==> src/rtl/led_frame_buffer_pkg.sv <==
// rtl/led_frame_buffer_pkg.sv - shared address map and commit FSM encoding for the LED frame buffer
package led_frame_buffer_pkg;

  localparam logic [1:0] ADDR_FRAME_LO = 2'd0;
  localparam logic [1:0] ADDR_FRAME_HI = 2'd1;
  localparam logic [1:0] ADDR_MASK_LO  = 2'd2;
  localparam logic [1:0] ADDR_MASK_HI  = 2'd3;

  typedef enum logic {
    ST_IDLE    = 1'b0,
    ST_PENDING = 1'b1
  } fb_state_t;

  // Replace the low or high byte of a 16-bit word.
  function automatic logic [15:0] set_byte(input logic [15:0] word, input logic hi,
                                           input logic [7:0] value);
    return hi ? {value, word[7:0]} : {word[15:8], value};
  endfunction

endpackage

==> src/rtl/led_blink_prescaler.sv <==
// rtl/led_blink_prescaler.sv - free-running blink prescaler with a sticky toggle request
module led_blink_prescaler #(
  parameter int DIV_W = 20
) (
  input  logic i_CLK,
  input  logic i_RESET_n,
  input  logic i_Clear,
  output logic o_ToggleReq
);

  logic [DIV_W-1:0] count;
  logic             wrap;
  logic             toggle_req;

  assign wrap        = &count;
  assign o_ToggleReq = toggle_req;

  // A wrap coinciding with a clear wins, so no blink period is lost.
  always_ff @(posedge i_CLK) begin
    if (!i_RESET_n) begin
      count      <= '0;
      toggle_req <= 1'b0;
    end else begin
      count <= count + DIV_W'(1);
      if (wrap)
        toggle_req <= 1'b1;
      else if (i_Clear)
        toggle_req <= 1'b0;
    end
  end

endmodule

==> src/rtl/led_frame_buffer.sv <==
// rtl/led_frame_buffer.sv - staged LED frame/blink mask, published to the serializer only at frame boundaries
module led_frame_buffer
  import led_frame_buffer_pkg::*;
#(
  parameter int BLINK_DIV_W = 20
) (
  input  logic        i_CLK,
  input  logic        i_RESET_n,
  input  logic        i_WrEn,
  input  logic [1:0]  i_WrAddr,
  input  logic [7:0]  i_WrData,
  input  logic        i_Commit,
  input  logic        i_FrameStart,
  output logic [15:0] o_Data16,
  output logic        o_Pending,
  output logic        o_CommitDone
);

  fb_state_t   state, next_state;
  logic        apply;
  logic [15:0] stage_frame, stage_mask;
  logic [15:0] active_frame, active_mask;
  logic [15:0] next_frame, next_mask;
  logic        blink_phase, next_phase;
  logic        toggle_req;
  logic [15:0] data16;
  logic        commit_done;

  led_blink_prescaler #(.DIV_W(BLINK_DIV_W)) u_prescaler (
    .i_CLK       (i_CLK),
    .i_RESET_n   (i_RESET_n),
    .i_Clear     (i_FrameStart),
    .o_ToggleReq (toggle_req)
  );

  always_comb begin
    next_state = state;
    apply      = 1'b0;
    case (state)
      ST_IDLE: begin
        if (i_Commit) next_state = ST_PENDING;
      end
      ST_PENDING: begin
        if (i_FrameStart) begin
          apply      = 1'b1;
          next_state = i_Commit ? ST_PENDING : ST_IDLE;
        end
      end
      default: next_state = ST_IDLE;
    endcase
  end

  // The output register samples post-apply values so new data shows one clock after the boundary.
  assign next_frame = apply ? stage_frame : active_frame;
  assign next_mask  = apply ? stage_mask : active_mask;
  assign next_phase = blink_phase ^ (i_FrameStart & toggle_req);

  always_ff @(posedge i_CLK) begin
    if (!i_RESET_n) begin
      state        <= ST_IDLE;
      stage_frame  <= '0;
      stage_mask   <= '0;
      active_frame <= '0;
      active_mask  <= '0;
      blink_phase  <= 1'b0;
      data16       <= '0;
      commit_done  <= 1'b0;
    end else begin
      state        <= next_state;
      active_frame <= next_frame;
      active_mask  <= next_mask;
      blink_phase  <= next_phase;
      commit_done  <= apply;
      if (i_WrEn) begin
        case (i_WrAddr)
          ADDR_FRAME_LO: stage_frame <= set_byte(stage_frame, 1'b0, i_WrData);
          ADDR_FRAME_HI: stage_frame <= set_byte(stage_frame, 1'b1, i_WrData);
          ADDR_MASK_LO:  stage_mask  <= set_byte(stage_mask, 1'b0, i_WrData);
          default:       stage_mask  <= set_byte(stage_mask, 1'b1, i_WrData);
        endcase
      end
      if (i_FrameStart)
        data16 <= next_frame & ~(next_mask & {16{next_phase}});
    end
  end

  assign o_Data16     = data16;
  assign o_Pending    = (state == ST_PENDING);
  assign o_CommitDone = commit_done;

endmodule

==> config.mk <==
export PLATFORM = sky130hd
export DESIGN_NAME = led_frame_buffer
export DESIGN_NICKNAME = d
export VERILOG_FILES = /design/src/rtl/led_frame_buffer_pkg.sv /design/src/rtl/led_blink_prescaler.sv /design/src/rtl/led_frame_buffer.sv
export SDC_FILE = /design/constraint.sdc
export NUM_CORES = 1
export LEC_CHECK = 0
export CAP_MARGIN = 10
export CORE_AREA = 2 2 105 107
export CTS_BUF_LIST = sky130_fd_sc_hd__clkbuf_16
export CTS_CLUSTER_DIAMETER = 30
export CTS_CLUSTER_SIZE = 28
export DETAILED_ROUTE_END_ITERATION = 8
export DIE_AREA = 0 0 107 109
export GPL_ROUTABILITY_DRIVEN = 0
export PLACE_DENSITY = 0.59
export SETUP_SLACK_MARGIN = 0.1
export SKIP_LAST_GASP = 1
export SLEW_MARGIN = 15
export SYNTH_ARGS = -nofsm -noshare
export SYNTH_HDL_FRONTEND = slang
export SYNTH_SLANG_ARGS = --single-unit
==> constraint.sdc <==
create_clock -name i_CLK -period 2.3 [get_ports i_CLK]
set_input_delay 0.23 -clock i_CLK [delete_from_list [all_inputs] [get_ports i_CLK]]
set_output_delay 0.23 -clock i_CLK [all_outputs]
set_load 0.01 [all_outputs]
# Yosys cells after proc, flatten, opt, wreduce, memory -nomap -nowiden
# Index checks and enable logic that the tools add are counted.
# totals
ff_bits	104
latchBits	0
ram_bits	0
rom_bits	0
input_bits	15
output_inout_bits	18
wordCells	44
memories	0
# classes
addsub	1
multipliers	0
div_mod_pow	0
magnitude_cmp	0
n_eq_ne	2
n_shift	0
mux	11
n_bitwise	10
n_reduce_logical	8
# op_table
operator	n
one-hot mux 16 bit (2 select lines)	2
AND 16 bit	2
2-to-1 mux 16 bit	2
adder 20 x 1 -> 20 bit (second input constant)	1
AND reduction 20 bit	1
NOT 16 bit	1
AND reduction 3 bit	4
2-to-1 mux 1 bit	6
NOT 1 bit	5
== test 2 x 1 -> 1 bit (second input constant)	1
== test 2 bit (second input constant)	1
zero test 2 bit	1
one-hot mux 1 bit (2 select lines)	1
nonzero test 2 bit	1
OR reduction 2 bit	1
AND 1 bit	1
XOR 1 bit	1

# Depth between registers and ports, before layout
# Gate-level depths: netlist of the first run.
# logic_depth
word_depth	6
mapped_depth	6
mapped_depth_nobuf	4

# Modules after synthesis
# A second synthesis of the first run with hierarchy kept.
# unflattened
hier_cells	466
hier_area_um2	4518.1
# modules_own_cells
mod	n_inst	cells_per_inst	area_each_um2
led_frame_buffer	1	363	3563.4
led_blink_prescaler	1	103	954.7

# Worst setup path after synthesis of the first run
# No wires, ideal clock.
# synth_path
kind	flip-flop to flip-flop
startpoint	register state, in the netlist o_Pending
endpoint	register data16[2], in the netlist o_Data16[2]
setup_time_ns	0.138
t_arrival_ns	1.265
required_time_ns	2.162
path_slack_ns	0.897
path_stages_with_launch	7
n_path_buf	3
path_cell_list	dfxtp_1 -> buf_2 -> buf_1 -> buf_2 -> nand3b_1 -> o211ai_1 -> a211oi_1
# synth_via
elab_chain_len	5
word_cells_on_any_way	6
# synth_lines
element	line_no	source
start, declared	led_frame_buffer.sv:19	fb_state_t state, next_state;
start signal, assigned	led_frame_buffer.sv:69	state <= next_state;
2-to-1 mux 1 bit *	led_frame_buffer.sv:39	case (state)
2-to-1 mux 16 bit	led_frame_buffer.sv:55	assign next_mask = apply ? stage_mask : active_mask;
AND 16 bit	led_frame_buffer.sv:83	data16 <= next_frame & ~(next_mask & {16{next_phase}});
NOT 16 bit	led_frame_buffer.sv:83	
AND 16 bit *	led_frame_buffer.sv:83	
end signal, assigned	led_frame_buffer.sv:83	
end, declared	led_frame_buffer.sv:26	logic [15:0] data16;
# Mark *: on every way between the ends. The rest lies on a longest branch, timed or not.
# A chain may end at the register's enable or synchronous reset.

# Worst setup path in the final report of the first run
# layout_path
startpoint	register state, in the netlist o_Pending
endpoint	output port o_Pending
# layout_rtl
element	line_no	source
end, declared	led_frame_buffer.sv:15	output logic o_Pending,
# No word-level cell between the ends.

==> metrics.csv, run 1 <==
metric,value,unit
post-route clock skew,0.0101,ns
most frequent cells in the layout,"104 x dfxtp_1, 60 x nand2_1, 53 x nor2_1",
TritonCTS Sinks,104,
CP Class,flop to output port,
Setup TNS Final,0,ns
RSZ-0062 raised after global routing,no,
PwrDens,745,nW/um^2
Syn Area/Cell,9.16,um^2
# Max-Cap Violations,0,
number of routed nets with antenna violations,0,
LEAKAGE,0.00186,uW
fin. max-slew vios,0,
Avg WL per Cell,14.2,um
Die Ht,109,um
Final setup viols,0,
# rows,38,
maximum vdd drop,0.000458,V
DRC Markers,0,
synth warn,0,
Synth cell types,36,
"Worst Setup Slack, final",0.570,ns
clock slew at reported path FFs,0.07,ns
fmax,578,MHz
relative slew slack,0.572,
DRT iter0 DRCs,128,
Post-Syn Instances,450,
Global Route Usage Sum,0.166,
routed vias,3098,
remaining global-route overflow,0,
register area share after synthesis,0.505,
CTS tree,yes,
ys async rst share,0,
critical path data required time,2.07,ns
buffer count from post-CTS setup fixing,0,
number of port buffers,32,
count of final hold-check violations,0,
status,completed,
Yosys reg bits,104,
crit path max fanout,13,
Die Width,107,um
layout cells sized above 1,0.0936,
P_int,2800,uW
"commonest non-fill, non-tap cell in the layout",dfxtp_1,
sequential power share,0.512,
Hold WC Path Type,input port to flop,
Final period util,0.752,
Post-Syn Nets,466,
root buffer cell,clkbuf_16,
GRT met2 Usage,0.265,
Routed WL,8820,um
pre-CTS setup slack,0.563,ns
GRT met1 Usage,0.219,
DP Wirelength,5900,um
Layout area overhead,18.8,%
nets@finish,492,
post-CTS sizing,0,
Via density,4.99,
vias in the first global route,2992,
met3 Resource Use GR,0.0299,
combinational group share of total power,0.069,
I/O pin total,33,
tightest hold margin,0.341,ns
Num CTS Buffers,9,
Post-synth EDFFs,0,
Initial Util,0.389,
filler instances,998,
Mapped Area,4120,um^2
antenna violations before repair,0,
later-pin clock latency in the skew report,0.35,ns
Least-Margin Pin Slew,0.640,ns
clock buffer depth,2,
CP arrival,1.50,ns
Die ar.,11700,um^2
Core Region,10600,um^2
CP Launch Type,flop,
largest net degree at the start of global routing,30,
Psw,847,uW
Critical Path End Type,output port,
switching portion of total power,0.232,
Clock Power Share,0.419,
Ant. Diodes,0,
hold buffer count at CTS,0,
fin crit period,1.73,ns
GR peak layer,met2,
Main synth FF type,dfxtp_1,
first-pass GRT wire length,15000,um
H-tree levels,3,
drt first pass iters,4,
-- kinds of logic (layout without fill, tap and decap cells) --
kind of cell | count (synthesis) | after routing | synth area share
adder cells (fa/ha/maj) | 1 | 1 | 0.00304
multiplexers | 39 | 39 | 0.0947
AO/OA/AOI/OAI | 91 | 91 | 0.135
AND/OR/NAND/NOR | 170 | 170 | 0.196
XOR/XNOR | 12 | 12 | 0.0273
buffers and inverters | 33 | 64 | 0.0380
flip-flops | 104 | 104 | 0.505
-- worst max-delay path, stage by stage (launching register included) --
cell and delay (ns):
dfxtp_1 0.38, buf_4 0.22, clkdlybuf4s50_1 0.56
-- final timing paths --
check                                  start                          endpoint  slack, ns  depth (start not counted)
max reg2reg  u_prescaler.count[2]$_SDFF_PN0_  u_prescaler.count[16]$_SDFF_PN0_       0.69                          4
min reg2reg  u_prescaler.count[0]$_SDFF_PN0_   u_prescaler.count[0]$_SDFF_PN0_       0.45                          1
max                     o_Pending$_SDFF_PN0_                         o_Pending       0.57                          2
min                             i_FrameStart          o_Data16[7]$_SDFFE_PN0P_       0.34                          3
-- synth_stat cells (6+ instances only) --
| cell | n | area share |
|---|---|---|
| o211ai_1 | 16 | 0.029 |
| mux2i_1 | 39 | 0.095 |
| nand3b_1 | 11 | 0.020 |
| clkbuf_1 | 12 | 0.011 |
| o21ai_0 | 8 | 0.0097 |
| a21oi_1 | 43 | 0.052 |
| nand2_1 | 60 | 0.055 |
| nand3_1 | 14 | 0.017 |
| or3_1 | 7 | 0.011 |
| dfxtp_1 | 104 | 0.51 |
| xor2_1 | 9 | 0.019 |
| a211oi_1 | 9 | 0.016 |
| buf_2 | 11 | 0.013 |
| o21ai_1 | 6 | 0.0073 |
| nor2_1 | 53 | 0.048 |
| a21bo_2 | 7 | 0.017 |
-- state kept, by name, summed over array words and instances (netlist names) --
signal	cells
o_Data16	16
blink_phase	1
stage_frame	16
stage_mask	16
active_frame	16
o_CommitDone	1
o_Pending	1
u_prescaler.count	20
active_mask	16
u_prescaler.o_ToggleReq	1
-- metal layers --
layer / up-vias / wire, um
li1: 1610 / -
met1: 1438 / 4340
met2: 45 / 4070
met3: 5 / 327
met4: 0 / 93
met5: - / 0
-- power by group through the flow --
stage	Combinational [uW]	Clock, uW	Sequential, uW
final	251	1530	1870
after global placement	251	0	1910
after global routing	277	1630	1870
after floorplan	144	0	1910
after detailed placement	253	0	1910
after CTS	254	1570	1870
-- cell type report --
type                    instances  area [um^2]  share of cell area
repair buffers                 46          445              0.0910
clock inverters                 7         71.3              0.0146
inverters                       2         7.51             0.00153
multi-input cells             313         1890               0.386
well taps                     140          175              0.0358
clock buffers                   9          225              0.0460
flip-flops and latches        104         2080               0.425
-- through the flow --
stage / total power (uW) / std cells / area, um^2 / util
5_1_grt: 3780 / 621 / 4890 / 0.462
4_1_cts: 3690 / 621 / 4890 / 0.462
2_1_floorplan: 2050 / 450 / 4120 / -
6_report: 3650 / 621 / 4890 / 0.462
3_3_place_gp: 2160 / 605 / 4600 / 0.434
3_5_place_dp: 2160 / 605 / 4600 / 0.434
(Power assumes the default switching activity.)
==> run 2: changes to the inputs <==
--- a/config.mk
+++ b/config.mk
@@ -13,7 +13,7 @@
 export DETAILED_ROUTE_END_ITERATION = 8
 export DIE_AREA = 0 0 107 109
 export GPL_ROUTABILITY_DRIVEN = 0
-export PLACE_DENSITY = 0.59
+export PLACE_DENSITY = 0.62
 export SETUP_SLACK_MARGIN = 0.1
 export SKIP_LAST_GASP = 1
 export SLEW_MARGIN = 15
==> constraint.sdc (replaced) <==
create_clock -name i_CLK -period 1.4 [get_ports i_CLK]
set_input_delay 0.14 -clock i_CLK [delete_from_list [all_inputs] [get_ports i_CLK]]
set_output_delay 0.14 -clock i_CLK [all_outputs]
set_load 0.01 [all_outputs]
==> run 2 against run 1 <==
Against the previous run: setup slack lost 0.48 ns; cell area grew 7.0%; non-clock buffer count grew 32; core utilization grew 3.2 points; register-to-register slack lost 0.60 ns; wire length grew 4.4%; critical path type is now flop to flop; highest routed layer unchanged; critical path depth grew 3; sequential power grew 64%.
==> metrics.csv, run 2 (synthesis gave the netlist of run 1 again) <==
metric,value,unit
hold_sp,i_FrameStart,
fmax,763,MHz
TritonCTS Sinks,104,
Final period util,0.936,
Core Region,10600,um^2
H-tree levels,3,
max reg flops,20,
Die Width,107,um
CP Launch Type,flop,
Layout area overhead,27.1,%
RSZ-0062 raised after global routing,yes,
Avg WL per Cell,14.1,um
Critical Path End Type,flop,
LEAKAGE,0.00214,uW
routed vias,3315,
drt first pass iters,5,
CP Class,flop to flop,
largest register by flop count,u_prescaler.count,
I/O pin total,33,
DRT iter0 DRCs,92,
status,completed,
root buffer cell,clkbuf_16,
fin crit period,1.31,ns
Via density,5.07,
filler instances,978,
CP arrival,1.58,ns
critical path data required time,1.67,ns
clock buffer depth,2,
count of final hold-check violations,0,
# Max-Cap Violations,0,
"commonest non-fill, non-tap cell in the layout",dfxtp_1,
fin. max-slew vios,0,
tightest hold margin,0.185,ns
Reg area,2100,um^2
DP Wirelength,6250,um
Least-Margin Pin Slew,0.268,ns
post-route clock skew,0.00827,ns
later-pin clock latency in the skew report,0.35,ns
# rows,38,
PwrDens,1160,nW/um^2
relative slew slack,0.816,
number of routed nets with antenna violations,0,
maximum vdd drop,0.000685,V
Global Route Usage Sum,0.171,
Num CTS Buffers,9,
Die Ht,109,um
remaining global-route overflow,0,
first-pass GRT wire length,15500,um
Hold Path Depth,3,
area of the multi-input gates,1940,um^2
number of port buffers,32,
worst reg-to-reg path cell count,5,
Routed WL,9210,um
layout cells sized above 1,0.199,
Hold WC Path Type,input port to flop,
nets@finish,524,
CTS tree,yes,
most frequent cells in the layout,"90 x dfxtp_1, 59 x nand2_1, 53 x nor2_1",
Setup TNS Final,0,ns
clock slew at reported path FFs,0.07,ns
Layout Utilization,0.494,
largest net degree at the start of global routing,37,
vias in the first global route,3205,
DRC Markers,0,
antenna violations before repair,0,
Initial Util,0.389,
Hold EP,active_frame[15]$_SDFF_PN0_,
Die ar.,11700,um^2
Non-Filler Instances,654,
Placed Cells,631,
Final setup viols,0,
crit path max fanout,6,
R2R Setup Slk,0.09,ns
worst reg2reg startpoint,u_prescaler.count[8]$_SDFF_PN0_,
reg2reg end,u_prescaler.count[15]$_SDFF_PN0_,
[run 2: changes by cell type in the layout (fill, tap and decap cells not counted), moves of 3 or more]
cell	previous run	this run
buf_4	12	39
clkdlybuf4s50_1	31	13
dlygate4sd2_1	0	18
dfxtp_1	104	90
dfxtp_2	0	14
buf_12	2	5
[run 2: timing repair]
item	in CTS	in global routing
buffers inserted	5	1
hold buffers	0	0
setup endpoints to repair	26	18
gates resized for setup	35	15
pin swaps	12	8
[run 2: per-stage QoR]
| step | worst slack (ns) | instance area [um^2] | total power (uW) |
|---|---|---|---|
| 2_1_floorplan | 0.0907 | 4130 | 3370 |
| 3_3_place_gp | -0.00708 | 4830 | 3590 |
| 3_5_place_dp | -0.0659 | 4830 | 3600 |
| 4_1_cts | 0.0518 | 5190 | 6130 |
| 5_1_grt | 0.0211 | 5240 | 6310 |
| 6_report | 0.0902 | 5240 | 6060 |
[run 2: critical path, cell delays in order (launching register included)]
cell	delay [ns]
dfxtp_2	0.33
and4_4	0.26
buf_4	0.12
nand2_1	0.05
or3_1	0.35
a21oi_1	0.13
[run 2: layout make-up]
type	instances	share of cell area
Timing Repair Buffer	78	0.135
Antenna cell	1	0.000478
Sequential cell	104	0.401
Multi-Input combinational cell	313	0.371
Clock buffer	9	0.0430
Tap cell	140	0.0334
Clock inverter	7	0.0148
Inverter	2	0.00143
[run 2: power by group]
part	switching (uW)	total [uW]	internal, uW
Combinational	243	451	208
Sequential	42.7	3070	3020
Clock	1140	2550	1410
Total	1420	6060	4640
[run 2: layer usage]
layer  vias to the layer above  track usage  part of all wire
met5                         -            0                 0
met4                         0       0.0677             0.015
met3                        10       0.0383             0.041
met2                        52        0.283              0.49
met1                      1578        0.216              0.46
li1                       1675            -                 -
[run 2: how the worst max path moves through the flow]
stage	slack [ns]	end	cells after the start	startpoint
after floorplan	0.09	u_prescaler.count[19]$_SDFF_PN0_	5	u_prescaler.count[8]$_SDFF_PN0_
after global placement	-0.007	stage_frame[0]$_SDFFE_PN0P_	5	i_WrAddr[0]
after detailed placement	-0.07	stage_frame[5]$_SDFFE_PN0P_	5	i_WrAddr[0]
after CTS	0.05	u_prescaler.count[10]$_SDFF_PN0_	5	u_prescaler.count[3]$_SDFF_PN0_
after global routing	0.02	u_prescaler.count[10]$_SDFF_PN0_	5	u_prescaler.count[2]$_SDFF_PN0_
final	0.09	u_prescaler.count[15]$_SDFF_PN0_	5	u_prescaler.count[8]$_SDFF_PN0_
==> run 3: changes to the inputs <==
--- a/config.mk
+++ b/config.mk
@@ -5,6 +5,7 @@
 export SDC_FILE = /design/constraint.sdc
 export NUM_CORES = 1
 export LEC_CHECK = 0
+export ABC_CLOCK_PERIOD_IN_PS = 1400
 export CAP_MARGIN = 10
 export CORE_AREA = 2 2 105 107
 export CTS_BUF_LIST = sky130_fd_sc_hd__clkbuf_16
==> results of run 3 <==
The final DEF is identical to that of run 2; final timing and power are the same.
